$ cat src/rtl/wasm_i64_stack_issue.sv
// Issue stage between dispatch, the value-stack controller and the i64 ALU.
// Optional WASM_I64_ISSUE_PERF_EN adds perf_retired/perf_trapped event counters.
package wasm_i64_pkg;
  typedef enum logic [4:0] {
    ALU_ADD    = 5'd0,  ALU_SUB    = 5'd1,  ALU_MUL    = 5'd2,  ALU_DIV_S  = 5'd3,
    ALU_DIV_U  = 5'd4,  ALU_REM_S  = 5'd5,  ALU_REM_U  = 5'd6,  ALU_AND    = 5'd7,
    ALU_OR     = 5'd8,  ALU_XOR    = 5'd9,  ALU_SHL    = 5'd10, ALU_SHR_S  = 5'd11,
    ALU_SHR_U  = 5'd12, ALU_ROTL   = 5'd13, ALU_ROTR   = 5'd14, ALU_CLZ    = 5'd15,
    ALU_CTZ    = 5'd16, ALU_POPCNT = 5'd17, ALU_EQZ    = 5'd18, ALU_EQ     = 5'd19,
    ALU_NE     = 5'd20, ALU_LT_S   = 5'd21, ALU_LT_U   = 5'd22
  } alu_op_t;

  typedef enum logic [2:0] {
    TRAP_NONE         = 3'd0,
    TRAP_INT_DIV_ZERO = 3'd1,
    TRAP_INT_OVERFLOW = 3'd2,
    TRAP_INVALID_CONV = 3'd3
  } trap_t;
endpackage

module wasm_i64_stack_issue
  import wasm_i64_pkg::*;
#(
  parameter int DEPTH_W     = 16,
  parameter int ALU_TIMEOUT = 64
) (
  input  logic               clk,
  input  logic               rst_n,
  input  logic               cmd_valid,
  output logic               cmd_ready,
  input  alu_op_t            cmd_op,
  input  logic               cmd_unary,
  input  logic [DEPTH_W-1:0] stack_depth,
  output logic               pop_req,
  input  logic               pop_ack,
  input  logic [63:0]        pop_data,
  output logic               push_req,
  input  logic               push_ack,
  output logic [63:0]        push_data,
  output logic               alu_valid,
  output alu_op_t            alu_op,
  output logic [63:0]        alu_a,
  output logic [63:0]        alu_b,
  input  logic               alu_valid_out,
  input  logic [63:0]        alu_result,
  input  trap_t              alu_trap,
  output logic               done,
  output logic               trap_valid,
  output trap_t              trap_code,
  output logic               err_underflow,
  output logic               err_timeout,
  input  logic               trap_ack
`ifdef WASM_I64_ISSUE_PERF_EN
  ,
  output logic [31:0]        perf_retired,
  output logic [31:0]        perf_trapped
`endif
);

  localparam int TMO_W = (ALU_TIMEOUT > 2) ? $clog2(ALU_TIMEOUT) : 1;
  localparam logic [TMO_W-1:0] TMO_MAX = TMO_W'(ALU_TIMEOUT - 1);

  typedef enum logic [2:0] {IDLE, POP_B, POP_A, EXEC, PUSH, TRAPPED} state_t;

  state_t             state_r;
  logic [TMO_W-1:0]   tmo_cnt_r;
  logic [DEPTH_W-1:0] arity_s;

  assign arity_s = cmd_unary ? DEPTH_W'(1) : DEPTH_W'(2);

  // Issue FSM; every output is a register updated on the transition that changes it.
  always_ff @(posedge clk) begin
    if (!rst_n) begin
      state_r       <= IDLE;
      cmd_ready     <= 1'b1;
      pop_req       <= 1'b0;
      push_req      <= 1'b0;
      push_data     <= 64'd0;
      alu_valid     <= 1'b0;
      alu_op        <= ALU_ADD;
      alu_a         <= 64'd0;
      alu_b         <= 64'd0;
      done          <= 1'b0;
      trap_valid    <= 1'b0;
      trap_code     <= TRAP_NONE;
      err_underflow <= 1'b0;
      err_timeout   <= 1'b0;
      tmo_cnt_r     <= '0;
    end else begin
      done          <= 1'b0;
      err_underflow <= 1'b0;
      err_timeout   <= 1'b0;
      case (state_r)
        IDLE: begin
          if (cmd_valid && cmd_ready) begin
            alu_op <= cmd_op;
            alu_a  <= 64'd0;
            alu_b  <= 64'd0;
            if (stack_depth < arity_s) begin
              err_underflow <= 1'b1;
            end else begin
              cmd_ready <= 1'b0;
              pop_req   <= 1'b1;
              state_r   <= cmd_unary ? POP_A : POP_B;
            end
          end
        end
        // Top of stack is operand b for binary ops.
        POP_B: begin
          if (pop_ack) begin
            alu_b   <= pop_data;
            state_r <= POP_A;
          end
        end
        POP_A: begin
          if (pop_ack) begin
            alu_a     <= pop_data;
            pop_req   <= 1'b0;
            alu_valid <= 1'b1;
            tmo_cnt_r <= '0;
            state_r   <= EXEC;
          end
        end
        EXEC: begin
          if (alu_valid_out) begin
            alu_valid <= 1'b0;
            if (alu_trap == TRAP_NONE) begin
              push_data <= alu_result;
              push_req  <= 1'b1;
              state_r   <= PUSH;
            end else begin
              trap_code  <= alu_trap;
              trap_valid <= 1'b1;
              state_r    <= TRAPPED;
            end
          end else if (tmo_cnt_r == TMO_MAX) begin
            // Operands are already consumed; nothing is pushed back.
            alu_valid   <= 1'b0;
            err_timeout <= 1'b1;
            cmd_ready   <= 1'b1;
            state_r     <= IDLE;
          end else begin
            tmo_cnt_r <= tmo_cnt_r + TMO_W'(1);
          end
        end
        PUSH: begin
          if (push_ack) begin
            push_req  <= 1'b0;
            done      <= 1'b1;
            cmd_ready <= 1'b1;
            state_r   <= IDLE;
          end
        end
        TRAPPED: begin
          if (trap_ack) begin
            trap_valid <= 1'b0;
            trap_code  <= TRAP_NONE;
            cmd_ready  <= 1'b1;
            state_r    <= IDLE;
          end
        end
        default: begin
          pop_req   <= 1'b0;
          push_req  <= 1'b0;
          alu_valid <= 1'b0;
          cmd_ready <= 1'b1;
          state_r   <= IDLE;
        end
      endcase
    end
  end

`ifdef WASM_I64_ISSUE_PERF_EN
  // Event counters: retirements follow the done pulse, traps count on entry to TRAPPED.
  always_ff @(posedge clk) begin
    if (!rst_n) begin
      perf_retired <= 32'd0;
      perf_trapped <= 32'd0;
    end else begin
      if (done) begin
        perf_retired <= perf_retired + 32'd1;
      end
      if ((state_r == EXEC) && alu_valid_out && (alu_trap != TRAP_NONE)) begin
        perf_trapped <= perf_trapped + 32'd1;
      end
    end
  end
`endif

endmodule

$ cat config.mk
export PLATFORM = sky130hd
export DESIGN_NAME = wasm_i64_stack_issue
export DESIGN_NICKNAME = d
export VERILOG_FILES = /design/src/rtl/wasm_i64_stack_issue.sv
export SDC_FILE = /design/constraint.sdc
export NUM_CORES = 1
export LEC_CHECK = 0
export ABC_CLOCK_PERIOD_IN_PS = 1900
export BUFFER_PORTS_ARGS = -buffer_cell sky130_fd_sc_hd__buf_2
export CAP_MARGIN = 5
export CORE_ASPECT_RATIO = 0.6
export CORE_UTILIZATION = 48
export DETAILED_ROUTE_END_ITERATION = 7
export PLACE_DENSITY = 0.88
export RECOVER_POWER = 100
export SKIP_CTS_REPAIR_TIMING = 1
export SLEW_MARGIN = 20
export SYNTH_ARGS = -nofsm -noshare
export SYNTH_HDL_FRONTEND = slang
export SYNTH_SLANG_ARGS = --single-unit
export TNS_END_PERCENT = 50
$ cat constraint.sdc
create_clock -name clk -period 1.9 [get_ports clk]
set_input_delay 0.095 -clock clk [delete_from_list [all_inputs] [get_ports clk]]
set_output_delay 0.095 -clock clk [all_outputs]
set_load 0.01 [all_outputs]
==> results.py, run 1 <==
metrics = {
    "floorplan": {
        "die-area_sq_um": 18800,
        "start_util_pct": 50.1,
        "row_count": 37,
        "die_h_um": 107,
        "ios": 368,
        "dieWidth_um": 176,
        "coreArea_sq_um": 17500,
    },
    "setup_path": {
        "reg2reg_to": "alu_a[0]$_SDFFE_PN0P_",
        "path_class": "reg -> reg",
        "cp_max_fo": 22,
        "r2r_start": "state_r[0]$_SDFFE_PN0P_",
        "start_kind": "flop",
        "ff2ff_setup_slack_ns": -0.06,
        "endpoint_kind": "flop",
        "reg2regPathDepth": 6,
        "crit_arrival_ns": 2.33,
        "required_ns": 2.27,
    },
    "synthesis": {
        "synth_fp_nets": 1154,
        "synth.distinct_cells": 49,
        "yosysWarnings": 0,
        "yosys_register_bits": 217,
        "async_flop_share_pct": 0,
        "netlist_area_sq_um": 8760,
        "yosys_most_used_dff": "dfxtp_1",
        "synth_edf_count": 0,
        "synth_area_leaders": "dfxtp_1 50%, nand2_1 11%, a21oi_1 8.0%",
        "yosys.area.top_type": "dfxtp_1",
        "yosysSeqAreaShare_pct": 49.6,
        "syn_avg_cell_area_sq_um": 8.83,
        "syn_inst": 992,
        "synth_top_area_share_pct": 49.6,
    },
    "run_status": {
        "violations": "negative setup slack",
        "run_status": "finished with violations",
    },
    "cells_and_area": {
        "nets": 1634,
        "multiInputGateArea_sq_um": 3890,
        "fillers": 1309,
        "regArea_sq_um": 4350,
        "syn_to_final_growth_pct": 43.5,
        "fin_util_pct": 71.8,
        "layout_commonest_cell": "nand2_1",
        "layout-drive-gt1-share_pct": 24.3,
        "mostFrequentLayoutCells": "265 x nand2_1, 215 x dfxtp_1, 212 x clkbuf_1",
    },
    "timing": {
        "max_freq_mhz": 510,
        "slew_viol_final": 0,
        "clock_skew_ns": 0.00988,
        "hold_slack_ns": 0.0108,
        "slew-limit-headroom_pct": 58.5,
        "fin_ws_ns": -0.0622,
        "worstMarginPinSlew_ns": 0.618,
        "period_needed_ns": 1.96,
        "fin_crit_sh_pct": 103,
        "hold_viol": 0,
        "setup_viol": 3,
    },
    "cts": {
        "h-tree-depth": 1,
        "cts.clk_slew.worst_paths_ns": 0.07,
        "cts.path.max_buffers": 3,
        "clkLatencyLatePin_ns": 0.50,
        "cts_sinks": 217,
        "cts_buffers": 20,
        "cts-root-buf": "clkbuf_16",
        "cts_tree": "yes",
    },
    "place": {
        "place_congestion": 0.902,
        "hpwl_um": 18700,
        "portBuffers": 367,
    },
    "global_route": {
        "grt_max_degree": 75,
        "grt_util_all_layers_pct": 27.4,
        "antenna_found_initial": 2,
        "grt_pass1_vias": 7971,
        "grt_pass1_wl_um": 41200,
        "overflow": 0,
    },
    "detailed_routing": {
        "vias_per_cell": 5.68,
        "dr.pass1.iters": 5,
        "drc": 0,
        "initialDrtViolationCount": 1167,
        "routed_wirelength_um": 34300,
        "postRouteAntennaNets": 0,
        "vias": 9768,
        "wl_per_cell_um": 19.9,
    },
    "pwr": {
        "p_per_area_nw_per_um2": 1070,
        "ir_drop_v": 0.000861,
        "power.leakage_nw": 4.41,
    },
    "min_path": {
        "hold_depth": 4,
        "hold_end": "state_r[2]$_SDFFE_PN0P_",
        "min_from": "trap_ack",
        "hp-class": "in -> reg",
    },
    "job": {
        "drv_cap": 0,
    },
}
## kinds of logic (layout without fill, tap and decap cells)
group,after synthesis,after routing,synth area share [%]
simple gates,448,448,25.8
other cells,0,1,0
compound gates,227,227,16.7
mux,6,6,0.686
flops,217,217,49.6
buf+inv,86,578,6.30
fa+ha+maj,2,2,0.286
xor+xnor,6,6,0.600
## worst max-delay path: stages (launching register included)
cell      delay [ns]
dfxtp_1         0.37
buf_4           0.20
nor4_4          0.38
nand2b_4        0.25
buf_12          0.20
nand3_1         0.09
a21oi_1         0.33
## where the power goes
group	internal (mW)	total [mW]	switching, mW	leakage, nW
sequential	4.83	5.06	0.226	1.75
combinational	1.39	4.26	2.87	2.35
clock	2.38	4.19	1.81	0.311
total	8.60	13.5	4.91	4.41
## layer usage
metal,routed length [um],GRT usage (%),up-vias
met4,2040,7.70,2
li1,-,-,4311
met3,3320,5.92,192
met5,6,0,-
met1,12600,35.9,4546
met2,16300,45.3,717
## sequential cells by signal, indices dropped and copies added, names as in the netlist
| register | cells |
|---|---|
| alu_b | 64 |
| alu_a | 64 |
| err_underflow | 1 |
| cmd_ready | 1 |
| trap_valid | 1 |
| tmo_cnt_r | 6 |
| alu_valid | 1 |
| pop_req | 1 |
| alu_op | 5 |
| done | 1 |
| state_r | 3 |
| err_timeout | 1 |
| trap_code | 3 |
| push_data | 64 |
| push_req | 1 |
## synth_stat cells, types with 2 or more instances
master and number:
mux2i_1 6, buf_12 6, nand4_1 4, buf_6 10
nand3_1 72, xor2_1 3, nand3_2 61, a32o_1 2
nand2b_1 4, a22o_1 3, o21ai_0 5, o211ai_1 2
a21o_1 2, nor3_1 5, nand2_1 265, a21oi_2 60
nor2b_1 4, nor2_1 15, a31oi_1 2, a211oi_1 3
and3_1 5, ha_1 2, buf_2 41, and2_1 2
xnor2_1 3, a21oi_1 140, nor4_1 4, inv_1 2
clkbuf_1 23, dfxtp_1 217
## metrics by stage
stage,instance area (sq um),instances,power (mW),setup slack (ns),TNS [ns]
global route,12600,1719,13.9,-0.237,-0.883
CTS,11400,1577,13.1,0.0782,0
finish,12600,1719,13.5,-0.0622,-0.156
global placement,10800,1543,8.96,0.165,0
detailed placement,10800,1543,9.01,0.103,0
floorplan,8760,992,7.84,0.193,0
## worst max path at each step
stage	endpoint	depth (start not counted)	from	slack (ns)
after global placement	state_r[1]$_SDFFE_PN0P_	6	state_r[1]$_SDFFE_PN0P_	0.16
after detailed placement	state_r[1]$_SDFFE_PN0P_	6	tmo_cnt_r[0]$_SDFFE_PN0P_	0.10
after global routing	alu_a[0]$_SDFFE_PN0P_	6	state_r[0]$_SDFFE_PN0P_	-0.24
after CTS	state_r[1]$_SDFFE_PN0P_	6	tmo_cnt_r[0]$_SDFFE_PN0P_	0.08
final	alu_a[0]$_SDFFE_PN0P_	6	state_r[0]$_SDFFE_PN0P_	-0.06
after floorplan	state_r[0]$_SDFFE_PN0P_	6	tmo_cnt_r[0]$_SDFFE_PN0P_	0.19
## final cells by class
class	instances	area share (%)
multi-input cells	689	31.0
flip-flops and latches	217	34.6
diodes	1	0.0199
repair buffers	540	26.7
inverters	4	0.159
well taps	234	2.33
clock buffers	27	4.52
clock inverters	7	0.756
No activity file was read; power rests on OpenSTA's default activity.
==> run 2, diff against run 1 <==
--- a/config.mk
+++ b/config.mk
@@ -11,7 +11,7 @@
 export CORE_ASPECT_RATIO = 0.6
 export CORE_UTILIZATION = 48
 export DETAILED_ROUTE_END_ITERATION = 7
-export PLACE_DENSITY = 0.88
+export PLACE_DENSITY = 0.8
 export RECOVER_POWER = 100
 export SKIP_CTS_REPAIR_TIMING = 1
 export SLEW_MARGIN = 20
==> results.py, run 2 (synthesis results as in run 1) <==
metrics = {
    "cts": {
        "cts-root-buf": "clkbuf_16",
        "cts.path.max_buffers": 3,
        "cts.clk_slew.worst_paths_ns": 0.07,
        "cts_tree": "yes",
        "clkLatencyLatePin_ns": 0.49,
        "h-tree-depth": 1,
        "cts_buffers": 20,
        "cts_sinks": 217,
    },
    "detailed_routing": {
        "dr.pass1.iters": 7,
        "routed_wirelength_um": 31500,
        "route.met2.wl_um": 15000,
        "drc": 0,
        "wl_per_cell_um": 18.4,
        "wl_met3_um": 2840,
        "initialDrtViolationCount": 1038,
        "met1_length_um": 12300,
        "top_layer": "met4",
        "vias": 9483,
        "vias_per_cell": 5.53,
        "postRouteAntennaNets": 0,
    },
    "pwr": {
        "clkPwrFrac_pct": 31.3,
        "power.leakage_nw": 4.44,
        "seqPwrFrac_pct": 37.5,
        "ir_drop_v": 0.00100,
        "power.switching_mw": 4.72,
        "intPower_mw": 8.78,
        "p_per_area_nw_per_um2": 1070,
        "sw_frac_of_total_pct": 34.9,
        "power_frac_comb_pct": 31.2,
    },
    "timing": {
        "slew_viol_final": 0,
        "hold_viol": 0,
        "slew-limit-headroom_pct": 68.8,
        "clock_skew_ns": 0.00770,
        "worstMarginPinSlew_ns": 0.468,
        "setup_viol": 0,
        "max_freq_mhz": 545,
        "rsz0062_at_grt": "true",
        "fin_tns_setup_ns": 0,
        "period_needed_ns": 1.84,
        "fin_crit_sh_pct": 96.6,
    },
    "setup_path": {
        "reg2regPathDepth": 5,
        "required_ns": 2.28,
        "start_kind": "input port",
        "ff2ff_setup_slack_ns": 0.08,
        "r2r_start": "state_r[1]$_SDFFE_PN0P_",
        "path_class": "in -> reg",
        "endpoint_kind": "flop",
        "reg2reg_to": "push_data[47]$_SDFFE_PN0P_",
        "cp_max_fo": 6,
        "crit_arrival_ns": 2.21,
    },
    "place": {
        "portBuffers": 367,
        "place_congestion": 0.873,
        "hpwl_um": 18500,
        "placedCellCount": 1539,
    },
    "run_status": {
        "run_status": "finished, final reports clean",
    },
    "floorplan": {
        "die-area_sq_um": 18800,
        "dieWidth_um": 176,
        "start_util_pct": 50.1,
        "ios": 368,
        "row_count": 37,
        "die_h_um": 107,
        "coreArea_sq_um": 17500,
    },
    "cells_and_area": {
        "layout_commonest_cell": "nand2_1",
        "regArea_sq_um": 4350,
        "mostFrequentLayoutCells": "264 x nand2_1, 213 x dfxtp_1, 209 x clkbuf_1",
        "fillers": 1323,
        "syn_to_final_growth_pct": 44.1,
        "layout-drive-gt1-share_pct": 24.4,
        "reg_top3": "alu_a x64, alu_b x64, push_data x64",
        "multiInputGateArea_sq_um": 3900,
        "nets": 1631,
        "final-instance-count-excl-fill": 1716,
    },
    "min_path": {
        "min_from": "trap_ack",
        "hold_depth": 4,
        "hp-class": "in -> reg",
        "hold_end": "state_r[2]$_SDFFE_PN0P_",
    },
    "global_route": {
        "overflow": 0,
        "grt_pass1_wl_um": 40300,
        "grt_pass1_vias": 7839,
        "grt_util_all_layers_pct": 26.6,
        "antenna_found_initial": 0,
        "grt_max_degree": 77,
    },
    "job": {
        "drv_cap": 0,
    },
}
## run 2: per-layer routing
| layer | up-vias | track usage (%) |
|---|---|---|
| met5 | - | 0 |
| met2 | 569 | 43.4 |
| li1 | 4313 | - |
| met4 | 0 | 7.94 |
| met1 | 4462 | 34.6 |
| met3 | 139 | 6.81 |
## run 2: final cells by class
| class | instances | share of cell area [%] |
|---|---|---|
| clock inverter | 7 | 0.714 |
| clock buffer | 27 | 4.74 |
| sequential | 217 | 34.5 |
| inverter | 4 | 0.159 |
| multi-input combinational | 689 | 30.9 |
| antenna | 1 | 0.0198 |
| tap | 234 | 2.32 |
| timing repair buffer | 537 | 26.7 |
## run 2: power groups by stage
stage	clock network [mW]	registers, mW	logic [mW]
after floorplan	0	5.21	2.64
after global placement	0	5.11	3.89
after detailed placement	0	5.12	3.92
after CTS	4.27	5.02	3.93
after global routing	4.47	5.08	4.45
final	4.23	5.06	4.21
## run 2: stage by stage
stage	setup slack (ns)	utilization (%)	total power [mW]	hold slack, ns	cell area (sq um)
after floorplan	0.193	-	7.84	0.184	8760
after global placement	0.133	61.5	9.00	0.326	10800
after detailed placement	0.00533	61.5	9.05	0.338	10800
after CTS	-0.0127	65.4	13.2	-0.177	11400
after global routing	-0.159	72.1	14.0	0.0234	12600
final	0.0648	72.1	13.5	0.0276	12600
## run 2: worst max path at each step
| stage | from | end | slack, ns | cells past startpoint |
|---|---|---|---|---|
| after floorplan | tmo_cnt_r[0]$_SDFFE_PN0P_ | state_r[0]$_SDFFE_PN0P_ | 0.19 | 6 |
| after global placement | state_r[0]$_SDFFE_PN0P_ | tmo_cnt_r[3]$_SDFFE_PN0P_ | 0.13 | 7 |
| after detailed placement | state_r[0]$_SDFFE_PN0P_ | tmo_cnt_r[3]$_SDFFE_PN0P_ | 0.005 | 7 |
| after CTS | state_r[0]$_SDFFE_PN0P_ | tmo_cnt_r[3]$_SDFFE_PN0P_ | -0.01 | 7 |
| after global routing | state_r[1]$_SDFFE_PN0P_ | push_data[47]$_SDFFE_PN0P_ | -0.16 | 5 |
| final | cmd_unary | state_r[0]$_SDFFE_PN0P_ | 0.06 | 7 |
## run 2: critical path, cell delays in order
cell,delay [ns]
dlygate4sd3_1,0.53
buf_2,0.15
ha_1,0.19
or4_1,0.54
a211oi_2,0.33
a21oi_1,0.14
a32o_1,0.24
==> run 3, diff against run 2 <==
--- a/config.mk
+++ b/config.mk
@@ -13,6 +13,7 @@
 export DETAILED_ROUTE_END_ITERATION = 7
 export PLACE_DENSITY = 0.8
 export RECOVER_POWER = 100
+export REMOVE_ABC_BUFFERS = 1
 export SKIP_CTS_REPAIR_TIMING = 1
 export SLEW_MARGIN = 20
 export SYNTH_ARGS = -nofsm -noshare
==> results.py, run 3 (synthesis results as in run 1) <==
metrics = {
    "run_status": {
        "run_status": "finished, final reports clean",
    },
    "detailed_routing": {
        "postRouteAntennaNets": 0,
        "initialDrtViolationCount": 751,
        "drc": 0,
        "wl_per_cell_um": 18.4,
        "routed_wirelength_um": 31800,
        "dr.pass1.iters": 5,
        "vias_per_cell": 5.41,
        "vias": 9371,
    },
    "floorplan": {
        "start_util_pct": 50.1,
        "die_h_um": 107,
        "row_count": 37,
        "die-area_sq_um": 18800,
        "ios": 368,
        "dieWidth_um": 176,
        "coreArea_sq_um": 17500,
    },
    "cts": {
        "h-tree-depth": 1,
        "cts-root-buf": "clkbuf_16",
        "cts.path.max_buffers": 3,
        "cts_tree": "yes",
        "cts_buffers": 21,
        "cts_sinks": 217,
        "clkLatencyLatePin_ns": 0.50,
        "cts.clk_slew.worst_paths_ns": 0.07,
    },
    "global_route": {
        "overflow": 0,
        "grt_max_degree": 65,
        "grt_util_all_layers_pct": 27.3,
        "grt_pass1_vias": 7959,
        "antenna_found_initial": 0,
        "grt_pass1_wl_um": 41300,
    },
    "cells_and_area": {
        "fin_util_pct": 72.4,
        "final-instance-count-excl-fill": 1732,
        "reg_top3": "alu_a x64, alu_b x64, push_data x64",
        "mostFrequentLayoutCells": "265 x nand2_1, 215 x dfxtp_1, 214 x clkbuf_1",
        "layout_commonest_cell": "nand2_1",
        "nets": 1645,
        "antennaDiodeCount": 0,
        "syn_to_final_growth_pct": 44.7,
        "layout-drive-gt1-share_pct": 22.2,
    },
    "place": {
        "hpwl_um": 18800,
        "place_congestion": 0.845,
        "preCtsSetupSlack_ns": 0.0408,
        "placedCellCount": 1549,
        "portBuffers": 367,
    },
    "setup_path": {
        "required_ns": 2.31,
        "start_kind": "flop",
        "path_class": "reg -> reg",
        "crit_arrival_ns": 2.28,
        "crit_slowest_cell": "dfxtp_2",
        "cpPeakStageDelay_ns": 0.44,
        "cp_max_fo": 64,
        "ff2ff_setup_slack_ns": 0.03,
        "path_cells": "buf_4, and3b_1, and3_2, buf_12, nand2_1, a21oi_1",
        "endpoint_kind": "flop",
    },
    "timing": {
        "hold_viol": 0,
        "fin_ws_ns": 0.0295,
        "max_freq_mhz": 535,
        "hold_slack_ns": 0.0112,
        "slew-limit-headroom_pct": 63.7,
        "slew_viol_final": 0,
        "fin_crit_sh_pct": 98.4,
        "setup_viol": 0,
        "clock_skew_ns": 0.0273,
        "period_needed_ns": 1.87,
        "worstMarginPinSlew_ns": 0.540,
    },
    "pwr": {
        "ir_drop_v": 0.000671,
        "intPower_mw": 9.29,
        "p_per_area_nw_per_um2": 1120,
        "sw_frac_of_total_pct": 34.4,
        "seqPwrFrac_pct": 35.6,
        "clkPwrFrac_pct": 32.8,
        "power.leakage_nw": 4.54,
        "power.switching_mw": 4.87,
        "power_frac_comb_pct": 31.6,
    },
    "min_path": {
        "hp-class": "in -> reg",
    },
    "job": {
        "drv_cap": 0,
    },
}
-- run 3: cell count changes in the layout (fill, tap and decap cells not counted), moves of 3 or more --
cell and delta:
a21oi_2 -27, a21oi_1 +27, nand3_1 +12, buf_4 +3, nand3_2 -12, clkbuf_1 +5
buf_12 +4
-- run 3: cell type report --
class                      instances  area [sq um]
clock buffer                      30           619
clock inverter                     8           150
fill                            1332          4820
inverter                           4          20.0
multi-input combinational        689          3740
sequential                       217          4350
tap                              234           293
timing repair buffer             550          3510
-- run 3: layer usage --
| layer | track usage (%) | vias to the layer above | part of all wire, % |
|---|---|---|---|
| li1 | - | 4345 | - |
| met1 | 35.4 | 4419 | 39 |
| met2 | 44.8 | 503 | 48 |
| met3 | 7.77 | 104 | 9.1 |
| met4 | 6.40 | 0 | 3.3 |
| met5 | 0 | - | 0 |
-- run 3: path summary, 6_finish.rpt --
kind                            from                          to  depth (start not counted)
max          state_r[0]$_SDFFE_PN0P_  push_data[51]$_SDFFE_PN0P_                          6
min                         trap_ack     state_r[2]$_SDFFE_PN0P_                          4
max reg2reg  state_r[0]$_SDFFE_PN0P_  push_data[51]$_SDFFE_PN0P_                          6
min reg2reg   alu_a[56]$_SDFFE_PN0P_      alu_a[56]$_SDFFE_PN0P_                          2
-- run 3: worst max-delay path, delay by kind of cell, from the launching register on --
family	cells	cell delay [ns]
compound gates	1	0.19
buf+inv	2	0.45
simple gates	3	0.66
flops	1	0.44
-- run 3: power by group through the flow --
stage	clock network (mW)	registers (mW)	logic [mW]
after floorplan	0	5.25	1.90
after global placement	0	5.10	4.11
after detailed placement	0	5.11	4.16
after CTS	4.66	5.02	4.18
after global routing	4.88	5.07	4.74
final	4.65	5.04	4.47
-- run 3: through the flow --
step | power, mW | setup TNS (ns) | cell area (sq um)
finish | 14.2 | 0 | 12700
global route | 14.7 | -0.0379 | 12700
CTS | 13.9 | -0.0135 | 11700
detailed placement | 9.28 | 0 | 10900
global placement | 9.22 | 0 | 10900
floorplan | 7.15 | -598.28 | 8220
